==> src/rtl/cordic_fixed_to_float.sv <==
// cordic_fixed_to_float
//   Output stage for the unrolled cosine CORDIC chain. It converts the
//   chain's signed Q2.WIDTH X result to IEEE-754 single precision, rounding
//   to nearest with ties to even. The conversion runs as a 3-stage
//   valid/ready pipeline. Each stage has its own valid bit, and bubbles
//   collapse.
//
//   Ports:
//     clk        system clock, rising edge
//     rst_n      asynchronous active-low reset
//     in_valid   in_fixed holds a sample
//     in_ready   stage can accept a sample this cycle
//     in_fixed   signed Q2.WIDTH value, WIDTH+2 bits
//     out_valid  out_float holds a result
//     out_ready  downstream accepts out_float this cycle
//     out_float  IEEE-754 single {sign, exponent[7:0], mantissa[22:0]}
module cordic_fixed_to_float #(
    parameter int unsigned WIDTH = 24
) (
    input  logic             clk,
    input  logic             rst_n,
    input  logic             in_valid,
    output logic             in_ready,
    input  logic [WIDTH+1:0] in_fixed,
    output logic             out_valid,
    input  logic             out_ready,
    output logic [31:0]      out_float
);

    localparam int unsigned IW = WIDTH + 2;   // input / magnitude width
    localparam int unsigned FW = WIDTH + 1;   // bits below the leading one
    localparam int unsigned PW = $clog2(IW);  // leading-one position width

    // Stage state
    logic          s1_valid, s2_valid, s3_valid;
    logic          s1_sign;
    logic [IW-1:0] s1_mag;
    logic          s2_sign, s2_zero;
    logic [PW-1:0] s2_lead;
    logic [FW-1:0] s2_frac;

    // Advance chain: a stage loads when it is empty or its contents move on.
    logic adv1, adv2, adv3;
    assign adv3     = !s3_valid || out_ready;
    assign adv2     = !s2_valid || adv3;
    assign adv1     = !s1_valid || adv2;
    assign in_ready = adv1;
    assign out_valid = s3_valid;

    // S1 combinational: magnitude. The most negative input negates to
    // 2^(WIDTH+1), which still fits as an unsigned IW-bit value.
    logic [IW-1:0] mag_in;
    always_comb begin
        mag_in = in_fixed;
        if (in_fixed[IW-1]) begin
            mag_in = ~in_fixed + IW'(1);
        end
    end

    // S2 combinational: leading-one detect and normalise. The fraction keeps
    // only the bits below the leading one, left-aligned.
    logic [PW-1:0] lead_pos;
    logic [FW-1:0] frac_norm;
    logic          mag_zero;
    always_comb begin
        lead_pos = '0;
        for (int unsigned i = 0; i < IW; i++) begin
            if (s1_mag[i]) begin
                lead_pos = PW'(i);
            end
        end
        mag_zero  = (s1_mag == '0);
        frac_norm = FW'(s1_mag << (PW'(IW - 1) - lead_pos));
    end

    // S3 combinational: round to 23 bits and assemble the float. The
    // fraction is placed at the top of a 32-bit field. Bit 8 is then the
    // guard bit and bits 7:0 are sticky. When p <= 23 those bits are zero.
    logic [31:0] frac_ext;
    logic [22:0] mant_raw;
    logic        guard_bit, sticky_bit, round_up;
    logic [23:0] mant_sum;
    logic [7:0]  exp_field;
    logic [31:0] result;
    always_comb begin
        frac_ext            = '0;
        frac_ext[31 -: FW]  = s2_frac;
        mant_raw            = frac_ext[31:9];
        guard_bit           = frac_ext[8];
        sticky_bit          = |frac_ext[7:0];
        round_up            = guard_bit & (sticky_bit | mant_raw[0]);
        mant_sum            = {1'b0, mant_raw} + 24'(round_up);
        // A carry out of the mantissa leaves mant_sum[22:0] at zero and
        // bumps the exponent.
        exp_field           = 8'd127 + 8'(s2_lead) - 8'(WIDTH) + 8'(mant_sum[23]);
        result              = {s2_sign, exp_field, mant_sum[22:0]};
        if (s2_zero) begin
            result = '0;
        end
    end

    // Valid bits and output register
    always_ff @(posedge clk or negedge rst_n) begin
        if (!rst_n) begin
            s1_valid  <= 1'b0;
            s2_valid  <= 1'b0;
            s3_valid  <= 1'b0;
            out_float <= '0;
        end else begin
            if (adv1) begin
                s1_valid <= in_valid;
            end
            if (adv2) begin
                s2_valid <= s1_valid;
            end
            if (adv3) begin
                s3_valid <= s2_valid;
                if (s2_valid) begin
                    out_float <= result;
                end
            end
        end
    end

    // Datapath registers (no reset needed)
    always_ff @(posedge clk) begin
        if (adv1 && in_valid) begin
            s1_sign <= in_fixed[IW-1];
            s1_mag  <= mag_in;
        end
        if (adv2 && s1_valid) begin
            s2_sign <= s1_sign;
            s2_zero <= mag_zero;
            s2_lead <= lead_pos;
            s2_frac <= frac_norm;
        end
    end

endmodule

==> config.mk <==
export PLATFORM = sky130hd
export DESIGN_NAME = cordic_fixed_to_float
export DESIGN_NICKNAME = d
export VERILOG_FILES = /design/src/rtl/cordic_fixed_to_float.sv
export SDC_FILE = /design/constraint.sdc
export NUM_CORES = 1
export LEC_CHECK = 0
export BUFFER_PORTS_ARGS = -buffer_cell sky130_fd_sc_hd__buf_4
export CAP_MARGIN = 20
export CORE_MARGIN = 3
export CORE_UTILIZATION = 45
export CTS_BUF_LIST = sky130_fd_sc_hd__clkbuf_8
export DETAILED_ROUTE_END_ITERATION = 10
export GPL_ROUTABILITY_DRIVEN = 0
export SETUP_SLACK_MARGIN = 0.2
export SLEW_MARGIN = 20
export SYNTH_ARGS = -nofsm -noshare
export SYNTH_HDL_FRONTEND = slang
export SYNTH_SLANG_ARGS = --single-unit
==> constraint.sdc <==
create_clock -name clk -period 4.45 [get_ports clk]
set_clock_uncertainty 0.05 [all_clocks]
set_input_delay 0.445 -clock clk [delete_from_list [all_inputs] [get_ports clk]]
set_output_delay 0.445 -clock clk [all_outputs]
set_load 0.005 [all_outputs]
Word-level counts from Yosys, hierarchy flattened --
Index checks and enable logic that the tools add are counted.
Cells by class: add/subtract/negate cells 6, shift operators 1, multiplexer cells 27, bitwise logic cells 3, reduce and logical (&&, ||, !) cells 10
Operators by type and width (count):
- 5-bit 2-to-1 mux | 23
- 32-bit 2-to-1 mux | 1
- 26-bit by 1-bit adder with 26-bit output, second input constant | 1
- 26-bit zero test | 1
- 26-bit inverter | 1
- 26-bit by 5-bit << shifter with 25-bit output | 1
- 25-bit 2-to-1 mux | 1
- 23-bit by 1-bit adder with 24-bit output | 1
- 7-bit by 5-bit adder with 8-bit output, first input constant | 1
- 8-bit by 1-bit adder with 8-bit output | 1
- 8-bit by 5-bit subtractor with 8-bit output, second input constant | 1
- 5-bit subtractor, first input constant | 1
- 1-bit zero test | 3
- 1-bit logical OR | 3
- 1-bit logical AND | 2
- 2-bit 2-to-1 mux | 1
- 2-bit AND reduction | 1
- 1-bit AND | 1
- 1-bit 2-to-1 mux | 1
- 1-bit bitwise OR | 1
Storage, ports and cells: register bits after elaboration 94, input port bits 30, output and inout port bits 34

Depth between registers and ports, before layout --
word-level depth 27, mapped depth 14, gate-level depth less buffers 12

Least setup slack after synthesis --
No wires, ideal clock.
path kind register to register, start point reg s1_mag[16], end point reg s2_frac[23] (data pin), library setup time 0.257 ns, data arrival time 3.116 ns, setup slack 1.027 ns, cell stages (with the launch flop) 12, clock period less this slack 3.423 ns, cells stage by stage edfxtp_1 -> nor4_2 -> o21ai_1 -> a21oi_4 -> inv_2 -> buf_2 -> ha_1 -> clkbuf_1 -> clkinv_1 -> a41o_1 -> or3b_1 -> o2111a_1
Between the ends: word-level cells in the longest chain between the ends 12
RTL lines:
- start: declaration | RTL line 37 | logic [IW-1:0] s1_mag;
- start signal: assignment | RTL line 129 | s1_mag <= mag_in;
- 5-bit 2-to-1 mux (10 in a row) | RTL line 68 | if (s1_mag[i]) begin
- 5-bit subtractor | RTL line 73 | frac_norm = FW'(s1_mag << (PW'(IW - 1) - lead_pos));
- 26-bit by 5-bit << shifter with 25-bit output (*) | RTL line 73
- net frac_norm[23] | RTL line 63 | logic [FW-1:0] frac_norm;
- end signal: assignment | RTL line 135 | s2_frac <= frac_norm;
- end: declaration | RTL line 40 | logic [FW-1:0] s2_frac;
Mark *: on every way through the listed nets, which the timed path passes. The rest lies on a longest branch. A chain may end at the register's enable or synchronous reset.

Final worst setup path --
start point reg s1_mag[16], end point reg s2_frac[23] (data pin)
Between the ends: word-level cells in the longest chain between the ends 12
RTL lines:
- 5-bit 2-to-1 mux (10 in a row) | RTL line 68
- net lead_pos[2] | RTL line 62 | logic [PW-1:0] lead_pos;
- 5-bit subtractor | RTL line 73
- 26-bit by 5-bit << shifter with 25-bit output | RTL line 73
- net frac_norm[23] | RTL line 63
The timed path passes the listed nets, and every way through them passes these cells.

==> load_flow_metrics.sql <==
INSERT INTO impl_metrics (metric_group, metric, value, unit) VALUES
('setup_path', 'cp_slowest_cell', 'sky130_fd_sc_hd__or4_4', ''),
('sta', 'fin_hold_ws', '203', 'ps'),
('drt', 'drt-wirelength-per-cell', '18.7', 'microns'),
('pwr', 'power.density', '381', 'nW/um^2'),
('cts', 'clock_latency', '380', 'ps'),
('drt', 'drc', '0', ''),
('cts', 'postCtsResizedCells', '0', ''),
('setup_path', 'critical_path_buf_inv_count', '1', ''),
('pwr', 'leakage_dissipation', '2.70', 'nW'),
('grt', 'grt_max_degree', '48', ''),
('run', 'max_cap_viol_count', '0', ''),
('layout', 'fin_util', '53.0', '%'),
('setup_path', 'cp-start-kind', 'register', ''),
('grt', 'use_met3', '3.81', '%'),
('cts', 'clock-root-buffer', 'sky130_fd_sc_hd__clkbuf_8', ''),
('setup_path', 'worst_path_maximum_fanout', '8', ''),
('floorplan', 'pin_count', '64', ''),
('drt', 'post_drt_via_cell_ratio', '6.22', ''),
('floorplan', 'placement_rows', '42', ''),
('cts', 'clockBufferDepth', '2', ''),
('sta', 'fin_crit', '3620', 'ps'),
('pwr', 'power.total', '2.71', 'mW'),
('sta', 'timing_worst_slew_pin_value', '1040', 'ps'),
('layout', 'n_antenna_cell', '0', ''),
('grt', 'groute.layer.met1.usage', '28.2', '%'),
('floorplan', 'die_width', '124', 'microns'),
('synthesis', 'syn_area', '6240', 'sq um'),
('grt', 'met2_usage', '35.9', '%'),
('sta', 'setup_total_negative_slack', '0', 'ps'),
('drt', 'route.antenna.remaining_nets', '0', ''),
('synthesis', 'average_cell_area_after_synthesis', '9.49', 'sq um'),
('min_path', 'whs_path_depth', '1', ''),
('layout', 'filler_free_cell_count_of_the_finished_design', '887', ''),
('cts', 'worst_setup_hold_path_clk_slew', '90', 'ps'),
('cts', 'cts_buffers', '9', ''),
('cts', 'h-tree-depth', '3', ''),
('setup_path', 'cpPeakStageDelay', '600', 'ps'),
('place', 'place.detailed.hpwl', '12400', 'microns'),
('grt', 'number_of_antenna_violations_at_the_first_check_in_global_routing', '0', ''),
('sta', 'maxSlewViolCount', '0', ''),
('layout', 'layout-drive-gt1-share', '18.3', '%'),
('synthesis', 'yosys_warnings', '0', ''),
('synthesis', 'number_of_synthesized_register_bits', '94', ''),
('cts', 'tritoncts', 'built', ''),
('sta', 'hold_viol', '0', ''),
('sta', 'slew_headroom', '30.6', '%'),
('setup_path', 'critical_path.cell_chain', 'or4_4 -> a211o_1 -> a31oi_4 -> inv_2 -> ha_1 -> nor4_1 -> a211o_2 -> a21oi_2 -> a41o_1 -> or3b_1 -> o2111a_1', ''),
('synthesis', 'synth_async_sr_flop_share', '37.2', '%'),
('floorplan', 'die_area', '15300', 'sq um'),
('grt', 'grt_pass1_wl', '26300', 'microns'),
('layout', 'finish.net_count', '742', ''),
('synthesis', 'synthesis.instances', '658', ''),
('outcome', 'run_status', 'completed', ''),
('cts', 'post_cts_buffers', '0', ''),
('floorplan', 'core', '13400', 'sq um'),
('synthesis', 'yosys.cell_types.count', '83', ''),
('synthesis', 'synth.yosys.seq_area_share', '42.4', '%'),
('grt', 'gr-max-usage-layer', 'met2', ''),
('floorplan', 'chipHeight', '124', 'microns'),
('setup_path', 'worstPathRequired', '4540', 'ps'),
('drt', 'via_count', '5515', ''),
('sta', 'grt_setup_unrepaired', 'false', ''),
('place', 'placed_cells', '870', ''),
('sta', 'fmaxAchievable', '276', 'MHz'),
('setup_path', 'reg2regPathDepth', '11', ''),
('floorplan', 'initial_utilization', '46.6', '%'),
('setup_path', 'cp.depth', '11', ''),
('min_path', 'worst_hold_path_type', 'in -> reg', ''),
('drt', 'drt_iter0_drcs', '745', ''),
('setup_path', 'timing.critical_path.to_type', 'register', ''),
('drt', 'wl', '16600', 'microns');
## routing by layer
metal  share of wire, %  routed length [microns]
met1                 40                     6680
met2                 48                     7890
met3                8.0                     1330
met4                4.2                      697
met5                  0                        0
## layout make-up
cell class | count | area, sq um
fillers | 1228 | 6290
multi-input cells | 486 | 3280
flip-flops and latches | 94 | 2650
repair buffers | 81 | 611
well taps | 176 | 220
clock buffers | 10 | 138
inverters | 34 | 128
clock inverters | 6 | 86.3
## cells in the mapped netlist, types with 12 or more instances
cell	n	area share, %
sky130_fd_sc_hd__nand2_1	67	4.0
sky130_fd_sc_hd__edfxtp_1	59	28
sky130_fd_sc_hd__nor2_1	52	3.1
sky130_fd_sc_hd__xnor2_1	36	5.0
sky130_fd_sc_hd__dfrtp_1	35	14
sky130_fd_sc_hd__o21ai_0	35	2.8
sky130_fd_sc_hd__inv_1	30	1.8
sky130_fd_sc_hd__o211ai_1	27	3.2
sky130_fd_sc_hd__clkbuf_1	25	1.5
sky130_fd_sc_hd__nand3_1	20	1.6
sky130_fd_sc_hd__o31ai_1	18	2.2
sky130_fd_sc_hd__nor3_1	16	1.3
sky130_fd_sc_hd__buf_2	15	1.2
sky130_fd_sc_hd__nand2b_1	15	1.5
sky130_fd_sc_hd__a31oi_1	14	1.4
sky130_fd_sc_hd__xor2_1	12	1.7
## registers in the layout (all words and copies together), names as in the netlist, 5 cells and up
name / count
out_float: 32
s1_mag: 26
s2_frac: 25
s2_lead: 5
## worst register-to-register path, delay by kind of cell, from the launching register on
kind / cells / cell delay, ps
DFF: 1 / 530
and+or+nand+nor: 3 / 1250
buffers and inverters: 1 / 80
AOI/OAI and AO/OA: 6 / 1170
adders and majority gates: 1 / 300
## cells in the final DEF, fill, tap and decap left out, types with 6 or more instances in the layout
master,Yosys,routed
sky130_fd_sc_hd__a211oi_1,8,8
sky130_fd_sc_hd__o21ai_0,35,35
sky130_fd_sc_hd__nor2_1,52,52
sky130_fd_sc_hd__o211ai_1,27,27
sky130_fd_sc_hd__xnor2_1,36,36
sky130_fd_sc_hd__ha_1,6,6
sky130_fd_sc_hd__clkbuf_8,0,10
sky130_fd_sc_hd__a31oi_1,14,14
sky130_fd_sc_hd__a21oi_1,11,11
sky130_fd_sc_hd__mux2i_1,11,11
sky130_fd_sc_hd__buf_4,2,80
sky130_fd_sc_hd__dfrtp_1,35,35
sky130_fd_sc_hd__nand2b_1,15,15
sky130_fd_sc_hd__o31ai_1,18,18
sky130_fd_sc_hd__nand3_1,20,20
sky130_fd_sc_hd__nor4_1,7,7
sky130_fd_sc_hd__inv_1,30,31
sky130_fd_sc_hd__o2111ai_1,7,7
sky130_fd_sc_hd__nand2_1,67,67
sky130_fd_sc_hd__xor2_1,12,12
sky130_fd_sc_hd__nor3_1,16,16
sky130_fd_sc_hd__edfxtp_1,59,59
## power breakdown
group	switching (mW)	internal [mW]	total (mW)	leakage, nW
registers	0.125	1.10	1.23	1.01
logic	0.463	0.373	0.836	1.57
clock network	0.313	0.332	0.645	0.118
total	0.901	1.81	2.71	2.70
## logic make-up (layout without fill, tap and decap cells)
logic type      after synthesis  after routing  synth area share, %
fa+ha+maj                     6              6                 1.20
flops                        94             94                 42.4
compound gates              198            198                 24.0
xor+xnor                     50             50                 7.25
simple gates                214            214                 16.6
mux                          18             18                 3.39
buf+inv                      78            131                 5.13
## path summary, 6_finish.rpt
| kind | startpoint | to | slack (ps) |
|---|---|---|---|
| setup / recovery | s1_mag[16] | s2_frac[23] | 830 |
| hold reg to reg | s1_sign | s2_sign | 380 |
| min in group asynchronous | rst_n | out_float[24] | 490 |
| setup reg to reg | s1_mag[16] | s2_frac[23] | 830 |
| max in group asynchronous | rst_n | out_float[16] | 3540 |
| hold / removal | in_fixed[0] | s1_mag[0] | 200 |
## per-stage QoR
stage                     instance area (sq um)  worst slack, ps
after global routing                       7110              663
after CTS                                  7110              856
final                                      7110              825
after detailed placement                   6870              900
after global placement                     6870              953
after floorplan                            6240             1030
## repair_timing
action,4_1_cts,5_1_grt
endpoints found under the setup margin,0,0
endpoints found under the hold margin,35,0
hold buffers,1,0
(Power assumes the default switching activity.)
